$ cat config.mk
export PLATFORM = sky130hd
export DESIGN_NAME = id_ex_alu_issue
export DESIGN_NICKNAME = d
export VERILOG_FILES = /design/src/rtl/id_ex_alu_issue.sv
export SDC_FILE = /design/constraint.sdc
export NUM_CORES = 1
export LEC_CHECK = 0
export ABC_CLOCK_PERIOD_IN_PS = 4800
export CAP_MARGIN = 25
export CORE_MARGIN = 5
export CORE_UTILIZATION = 45
export CTS_BUF_LIST = sky130_fd_sc_hd__clkbuf_2
export DETAILED_ROUTE_END_ITERATION = 8
export GPL_TIMING_DRIVEN = 1
export PLACE_DENSITY = 0.88
export SLEW_MARGIN = 25
export SYNTH_ARGS = -nofsm -noshare
export SYNTH_HDL_FRONTEND = slang
export SYNTH_SLANG_ARGS = --single-unit
$ cat constraint.sdc
create_clock -name clk_i -period 4.8 [get_ports clk_i]
set_clock_uncertainty 0.1 [all_clocks]
set_input_delay 0.72 -clock clk_i [delete_from_list [all_inputs] [get_ports clk_i]]
set_output_delay 0.72 -clock clk_i [all_outputs]
set_load 0.005 [all_outputs]
$ cat src/rtl/id_ex_alu_issue.sv
// Registered ID/EX issue stage: decodes RV32 ALU ops, selects operand 2, drives the ALU.
// Optional macro ALU_MUL_EN adds MUL decode and the multi-cycle MUL_WAIT hold.
module id_ex_alu_issue #(
    parameter int unsigned MUL_LAT = 2
) (
    input  logic        clk_i,
    input  logic        rst_i,
    input  logic        valid_i,
    output logic        ready_o,
    input  logic [31:0] instr_i,
    input  logic [31:0] rs1_data_i,
    input  logic [31:0] rs2_data_i,
    input  logic        stall_i,
    input  logic        flush_i,
    output logic        valid_o,
    output logic [2:0]  ALUCtrl_o,
    output logic [31:0] data1_o,
    output logic [31:0] data2_o,
    output logic [4:0]  rd_o,
    output logic        reg_write_o,
    output logic        illegal_o
);
    localparam int unsigned XLEN  = 32;
    localparam int unsigned CNT_W = 3;

    localparam logic [6:0] OP_R      = 7'b0110011;
    localparam logic [6:0] OP_I      = 7'b0010011;
    localparam logic [6:0] F7_BASE   = 7'b0000000;
    localparam logic [6:0] F7_ALT    = 7'b0100000;
    localparam logic [6:0] F7_MULDIV = 7'b0000001;

    localparam logic [2:0] ALU_AND  = 3'b000;
    localparam logic [2:0] ALU_XOR  = 3'b001;
    localparam logic [2:0] ALU_SLL  = 3'b010;
    localparam logic [2:0] ALU_ADD  = 3'b011;
    localparam logic [2:0] ALU_SUB  = 3'b100;
    localparam logic [2:0] ALU_MUL  = 3'b101;
    localparam logic [2:0] ALU_ADDI = 3'b110;
    localparam logic [2:0] ALU_SRAI = 3'b111;

    logic [6:0]      w_opcode;
    logic [6:0]      w_funct7;
    logic [2:0]      w_funct3;
    logic [4:0]      w_rd;
    logic            w_legal;
    logic            w_is_mul;
    logic [2:0]      w_ctrl;
    logic [XLEN-1:0] w_data2;
    logic            w_accept;
    logic            w_busy;
    logic            w_unused_ok;

    assign w_opcode = instr_i[6:0];
    assign w_rd     = instr_i[11:7];
    assign w_funct3 = instr_i[14:12];
    assign w_funct7 = instr_i[31:25];
    assign w_accept = valid_i & ready_o;

    // Register-source fields are resolved upstream; only data values arrive here.
    assign w_unused_ok = ^{instr_i[19:15], 32'(MUL_LAT), w_is_mul};

    // Decode: ALU control code, legality and operand-2 selection.
    always_comb begin
        w_legal  = 1'b0;
        w_is_mul = 1'b0;
        w_ctrl   = ALU_AND;
        w_data2  = rs2_data_i;
        if (w_opcode == OP_R) begin
            case ({w_funct7, w_funct3})
                {F7_BASE, 3'b111}:   begin w_legal = 1'b1; w_ctrl = ALU_AND; end
                {F7_BASE, 3'b100}:   begin w_legal = 1'b1; w_ctrl = ALU_XOR; end
                {F7_BASE, 3'b001}:   begin w_legal = 1'b1; w_ctrl = ALU_SLL; end
                {F7_BASE, 3'b000}:   begin w_legal = 1'b1; w_ctrl = ALU_ADD; end
                {F7_ALT, 3'b000}:    begin w_legal = 1'b1; w_ctrl = ALU_SUB; end
`ifdef ALU_MUL_EN
                {F7_MULDIV, 3'b000}: begin w_legal = 1'b1; w_ctrl = ALU_MUL; w_is_mul = 1'b1; end
`endif
                default: ;
            endcase
        end else if (w_opcode == OP_I) begin
            if (w_funct3 == 3'b000) begin
                w_legal = 1'b1;
                w_ctrl  = ALU_ADDI;
                w_data2 = {{20{instr_i[31]}}, instr_i[31:20]};
            end else if (w_funct3 == 3'b101 && w_funct7 == F7_ALT) begin
                w_legal = 1'b1;
                w_ctrl  = ALU_SRAI;
                w_data2 = {27'b0, instr_i[24:20]};
            end
        end
    end

`ifdef ALU_MUL_EN
    typedef enum logic {
        ST_ISSUE    = 1'b0,
        ST_MUL_WAIT = 1'b1
    } state_t;

    state_t           r_state;
    logic [CNT_W-1:0] r_cnt;

    assign ready_o = ~stall_i & ~rst_i & (r_state == ST_ISSUE);
    assign w_busy  = (r_state == ST_MUL_WAIT);

    // MUL hold: counts the remaining non-stalled cycles the ALU needs.
    always_ff @(posedge clk_i) begin
        if (rst_i || flush_i) begin
            r_state <= ST_ISSUE;
            r_cnt   <= '0;
        end else if (!stall_i) begin
            case (r_state)
                ST_ISSUE: begin
                    if (w_accept && w_is_mul && MUL_LAT > 1) begin
                        r_state <= ST_MUL_WAIT;
                        r_cnt   <= CNT_W'(MUL_LAT - 1);
                    end
                end
                ST_MUL_WAIT: begin
                    r_cnt <= r_cnt - CNT_W'(1);
                    if (r_cnt == CNT_W'(1)) begin
                        r_state <= ST_ISSUE;
                    end
                end
                default: r_state <= ST_ISSUE;
            endcase
        end
    end
`else
    assign ready_o = ~stall_i & ~rst_i;
    assign w_busy  = 1'b0;
`endif

    // Output registers; data fields only change on a legal accept.
    always_ff @(posedge clk_i) begin
        if (rst_i) begin
            valid_o     <= 1'b0;
            reg_write_o <= 1'b0;
            illegal_o   <= 1'b0;
            ALUCtrl_o   <= ALU_AND;
            data1_o     <= '0;
            data2_o     <= '0;
            rd_o        <= '0;
        end else if (flush_i) begin
            valid_o     <= 1'b0;
            reg_write_o <= 1'b0;
            illegal_o   <= 1'b0;
        end else if (!stall_i) begin
            if (w_accept) begin
                if (w_legal) begin
                    valid_o     <= 1'b1;
                    reg_write_o <= (w_rd != 5'd0);
                    illegal_o   <= 1'b0;
                    ALUCtrl_o   <= w_ctrl;
                    data1_o     <= rs1_data_i;
                    data2_o     <= w_data2;
                    rd_o        <= w_rd;
                end else begin
                    valid_o     <= 1'b0;
                    reg_write_o <= 1'b0;
                    illegal_o   <= 1'b1;
                end
            end else if (!w_busy) begin
                valid_o     <= 1'b0;
                reg_write_o <= 1'b0;
                illegal_o   <= 1'b0;
            end
        end
    end

endmodule

==> flow_summary.ini, run 1 <==
[run_status]
status = complete, no violations

[worst_setup_path]
cp_max_fo = 27
worst_setup_path_end_kind = flip-flop
cp-start-kind = input port
rrSetupSlack_ps = 3940
startpoint = instr_i[25]
r2r-start = data2_o[0]
worstSetupPathType = input port to flip-flop
critical_path_required_ps = 5130
worstPathArrival_ps = 3720

[cells_and_area]
design_area_um2 = 5250
fill_cells = 640
antenna_cells = 0
final_nets = 628
drive_gt1_share_pct = 9.79
area.growth.synth_to_final_pct = 47.8

[worst_hold_path]
hold_start = reg_write_o
hp-class = flip-flop to flip-flop

[synth]
yosysTopAreaCellShare_pct = 42.3
synth_edf_count = 0
synth_largest_area_cell = dfxtp_1
synth_area_um2 = 3550
async_reset_ff_share_pct = 0
synth_common_cells = dfxtp_1 (75), a21oi_1 (43), nand4_1 (41)
avgSynthCellArea_um2 = 9.24
yosysWarnings = 0
ys_seq_elements = 75
ys_seq_area_share_pct = 42.3
synthCells = 384
synth_top_flop_cell = dfxtp_1
yosys-top-cells-area = dfxtp_1 (42%), nand4_1 (7.2%), a211oi_2 (7.0%)
synthesis.nets = 485
ys_types = 45
yosys.cell_count.top_type = dfxtp_1

[clock_network]
postCtsSetupRepairBufs = 0
numCtsBuffers = 9
cts_tree = built
clk_latency_ps = 480
htreeDepth = 3
cts_resized = 0
cts_sinks = 75
cts.path.max_buffers = 2
postCtsHoldBufs = 0
cts_root_buf = clkbuf_2
path_clk_slew_ps = 210

[placement]
io_buffers = 171
place_area_um2 = 5120
place_congestion = 0.903
dp_hpwl_um = 7790

[floorplanning]
start_util_pct = 46.2
dieWidth_um = 98.8
die_h_um = 98.8
num_rows = 32
num_io_pins = 177
dieArea_um2 = 9760
coreArea_um2 = 7690

[power_and_ir_drop]
cellLeakagePower_nw = 1.70
p_per_area_nw_per_um2 = 220
ir_drop_mv = 0.196

[routing]
drt-total-wl_um = 11400
first_pass_iters = 4
drc_errors = 0
vias = 3700
routed_via_density = 5.85
antenna_left = 0
wl_per_cell_um = 18.1
initialDrtViolationCount = 178

[grt]
grt-ovfl-total = 0
grt_usage_pct = 22.5
grt_max_degree = 75
antenna_found_initial = 0
grt_pass1_vias = 3644
grt_first_pass_wirelength_um = 18200

[timing]
min_period_over_period_pct = 70.6
worst-slew-pin-transition_ps = 1020
fmax_mhz = 295
tns_ps = 0
final-setup-viol-count = 0
rsz0062_at_grt = no
slew_violations = 0
fin_crit_ps = 3390
finalHoldViolCount = 0
relSlewSlack_pct = 31.9

[flow_run]
drv_cap = 0
layout make-up:
type | instances | area (µm²) | share of cell area (%)
inverter | 2 | 7.51 | 0.143
multi-input combinational | 260 | 1720 | 32.7
clock buffer | 9 | 45.0 | 0.858
tap | 102 | 128 | 2.43
clock inverter | 6 | 81.3 | 1.55
timing repair buffer | 179 | 1770 | 33.7
sequential | 75 | 1500 | 28.6
power breakdown:
group          internal, mW  leakage, nW  total, mW  switching, mW
Clock                 0.166       0.0752      0.388          0.222
Combinational        0.0804         1.02      0.143         0.0630
Sequential            0.624        0.604      0.624       0.000131
Total                 0.871         1.70       1.16          0.285
flip-flops by register name, summed over array words and instances, names as in the netlist:
register and flops:
illegal_o 1, valid_o 1, reg_write_o 1, data1_o 32, data2_o 32, ALUCtrl_o 3
rd_o 5
critical path, cell delays in order:
cell and delay, ps:
clkdlybuf4s50_1 450, nor4_2 640, a31oi_1 400, nand2b_1 720, buf_4 410, mux2i_1 130
a211oi_1 240
layout by cell type (no fill, tap or decap), types with 9 or more instances in the layout:
cell type and instances:
clkdlybuf4s50_1 170, dfxtp_1 75, a21oi_1 43, nand4_1 41, o21ai_0 40, a31oi_1 33, nand2_1 25, a211oi_2 20
a211oi_1 12, clkbuf_2 9
per-stage QoR:
stage	hold slack (ps)	util (%)	setup WS [ps]	total power, mW	instances
4_1_cts	381	68.3	1430	1.16	633
6_report	378	68.3	1410	1.16	633
2_1_floorplan	352	-	2080	0.690	384
3_3_place_gp	349	66.6	1040	0.776	618
5_1_grt	410	68.3	1300	1.20	633
3_5_place_dp	356	66.6	892	0.779	618
path summary, 6_finish.rpt:
| check | to | cells past startpoint |
|---|---|---|
| worst max-delay path | data2_o[0] | 7 |
| worst min-delay path | reg_write_o | 2 |
| worst max register to register | data2_o[0] | 2 |
| worst min register to register | reg_write_o | 2 |
cell families after synthesis:
| family | synth area share (%) |
|---|---|
| multiplexers | 1.41 |
| AND/OR/NAND/NOR | 14.9 |
| flip-flops | 42.3 |
| buffers and inverters | 9.76 |
| AO/OA/AOI/OAI | 31.4 |
| adder cells (fa/ha/maj) | 0.282 |
layer usage:
layer / up-vias / share of wire [%] / track usage, %
met5: - / 0 / 0
met4: 0 / 0.64 / 5.15
li1: 1758 / - / -
met2: 172 / 49 / 37.4
met1: 1764 / 40 / 27.0
met3: 6 / 10 / 9.62
(Power assumes the default switching activity.)
==> run 2, diff against run 1 <==
--- a/config.mk
+++ b/config.mk
@@ -5,14 +5,14 @@
 export SDC_FILE = /design/constraint.sdc
 export NUM_CORES = 1
 export LEC_CHECK = 0
-export ABC_CLOCK_PERIOD_IN_PS = 4800
+export ABC_CLOCK_PERIOD_IN_PS = 3000
 export CAP_MARGIN = 25
 export CORE_MARGIN = 5
-export CORE_UTILIZATION = 45
+export CORE_UTILIZATION = 38
 export CTS_BUF_LIST = sky130_fd_sc_hd__clkbuf_2
 export DETAILED_ROUTE_END_ITERATION = 8
 export GPL_TIMING_DRIVEN = 1
-export PLACE_DENSITY = 0.88
+export PLACE_DENSITY = 0.8
 export SLEW_MARGIN = 25
 export SYNTH_ARGS = -nofsm -noshare
 export SYNTH_HDL_FRONTEND = slang
==> constraint.sdc (replaced) <==
create_clock -name clk_i -period 3 [get_ports clk_i]
set_clock_uncertainty 0.1 [all_clocks]
set_input_delay 0.45 -clock clk_i [delete_from_list [all_inputs] [get_ports clk_i]]
set_output_delay 0.45 -clock clk_i [all_outputs]
set_load 0.005 [all_outputs]
==> run 2 against run 1 <==
Against the previous run: core utilization is 8.3 points lower; final area grew 4.6%; total power grew 76%; register-to-register slack lost 1800 ps; global-route usage shrank 2.7 points; routed wire length up 1.8%; non-clock buffer count is 17 higher; clock-buffer cell count grew 1; die area up 16%; cell count grew 4.3%; clock power grew 100%; critical endpoint is now data1_o[23].
==> flow_summary.ini, run 2 (synthesized netlist as in run 1, its figures left out) <==
[run_status]
status = complete, no violations

[placement]
dp_hpwl_um = 8370
place_congestion = 0.756
place_area_um2 = 5310
io_buffers = 171

[routing]
antenna_left = 0
wl_per_cell_um = 17.6
vias = 3729
drc_errors = 0
first_pass_iters = 5
initialDrtViolationCount = 193
drt-total-wl_um = 11600
routed_via_density = 5.65

[floorplanning]
dieWidth_um = 107
coreArea_um2 = 9150
num_io_pins = 177
dieArea_um2 = 11400
start_util_pct = 38.8
num_rows = 35
die_h_um = 107

[clock_network]
numCtsBuffers = 9
postCtsSetupRepairBufs = 0
postCtsHoldBufs = 0
cts_tree = built
cts_root_buf = clkbuf_2
cts_resized = 0
clk_latency_ps = 470
cts.path.max_buffers = 2
cts_sinks = 75
htreeDepth = 3
path_clk_slew_ps = 190

[worst_setup_path]
worstPathArrival_ps = 2770
slowest_stage = or4b_4
cp-start-kind = input port
critical_path_required_ps = 3320
crit_path_cell_trace = clkdlybuf4s50_1 -> or4b_4 -> or3_4 -> buf_4 -> o32ai_4 -> buf_4 -> nand4_1 -> a21oi_1
cpPeakStageDelay_ps = 540
worst_setup_path_end_kind = flip-flop
worstSetupPathType = input port to flip-flop
cp_max_fo = 22
crit_top_cell = buf_4

[cells_and_area]
fin_util_pct = 60.0
regArea_um2 = 1500
largestRegisters = data1_o: 32 flops, data2_o: 32 flops, rd_o: 5 flops
final_nets = 645
drive_gt1_share_pct = 12.6
antenna_cells = 0
final_common_cell = clkdlybuf4s50_1
design_area_um2 = 5490
area.growth.synth_to_final_pct = 54.6
multi_input_area_um2 = 1720
most-common-layout-cells = clkdlybuf4s50_1 (170), dfxtp_1 (75), a21oi_1 (43)
fill_cells = 785

[grt]
antenna_found_initial = 0
grt_first_pass_wirelength_um = 18600
grt_usage_pct = 19.8
grt_max_degree = 40
grt-ovfl-total = 0
grt_pass1_vias = 3788

[power_and_ir_drop]
ir_drop_mv = 0.311
p_per_area_nw_per_um2 = 371
cellLeakagePower_nw = 1.82

[timing]
worst-slew-pin-transition_ps = 446
fin_crit_ps = 2450
finalHoldViolCount = 0
slew_violations = 0
rsz0062_at_grt = no
fmax_mhz = 408
final-setup-viol-count = 0
min_period_over_period_pct = 81.7
tns_ps = 0
relSlewSlack_pct = 69.9

[flow_run]
drv_cap = 0

[worst_hold_path]
hp-class = input port to flip-flop
-- run 2: critical path, delay by kind of cell --
family	cells	cell delay [ps]
AO/OA/AOI/OAI	2	360
buffers and inverters	3	910
AND/OR/NAND/NOR	3	1030
-- run 2: where the power goes --
group          switching, mW  internal [mW]
sequential          0.000231          0.999
clock                  0.351          0.441
combinational          0.104          0.138
total                  0.455           1.58
-- run 2: final timing paths --
kind	startpoint	slack (ps)	end	depth (start not counted)
worst max-delay path	instr_i[3]	550	data1_o[23]	8
worst min-delay path	rst_i	270	rd_o[4]	2
worst max register to register	data2_o[1]	2140	data2_o[1]	2
worst min register to register	reg_write_o	380	reg_write_o	2
-- run 2: layer usage --
metal  GRT usage [%]  up-vias  part of all wire, %
met5               0        -                    0
met4            7.40        0                  1.8
met3            6.02       17                  8.7
met2            33.7      156                   50
met1            23.5     1765                   40
li1                -     1791                    -
-- run 2: cell type report --
class / instances / area share (%)
flip-flops and latches: 75 / 27.4
repair buffers: 196 / 35.4
well taps: 111 / 2.53
multi-input cells: 260 / 31.3
clock inverters: 6 / 2.33
clock buffers: 10 / 0.912
inverters: 2 / 0.137
-- run 2: metrics by stage --
step,hold WS (ps),setup slack [ps],total power [mW],instances
after floorplan,352,546,1.10,384
after global placement,352,67.0,1.26,644
final,270,550,2.03,660
after detailed placement,362,43.1,1.26,644
after CTS,198,607,2.06,660
after global routing,214,501,2.10,660
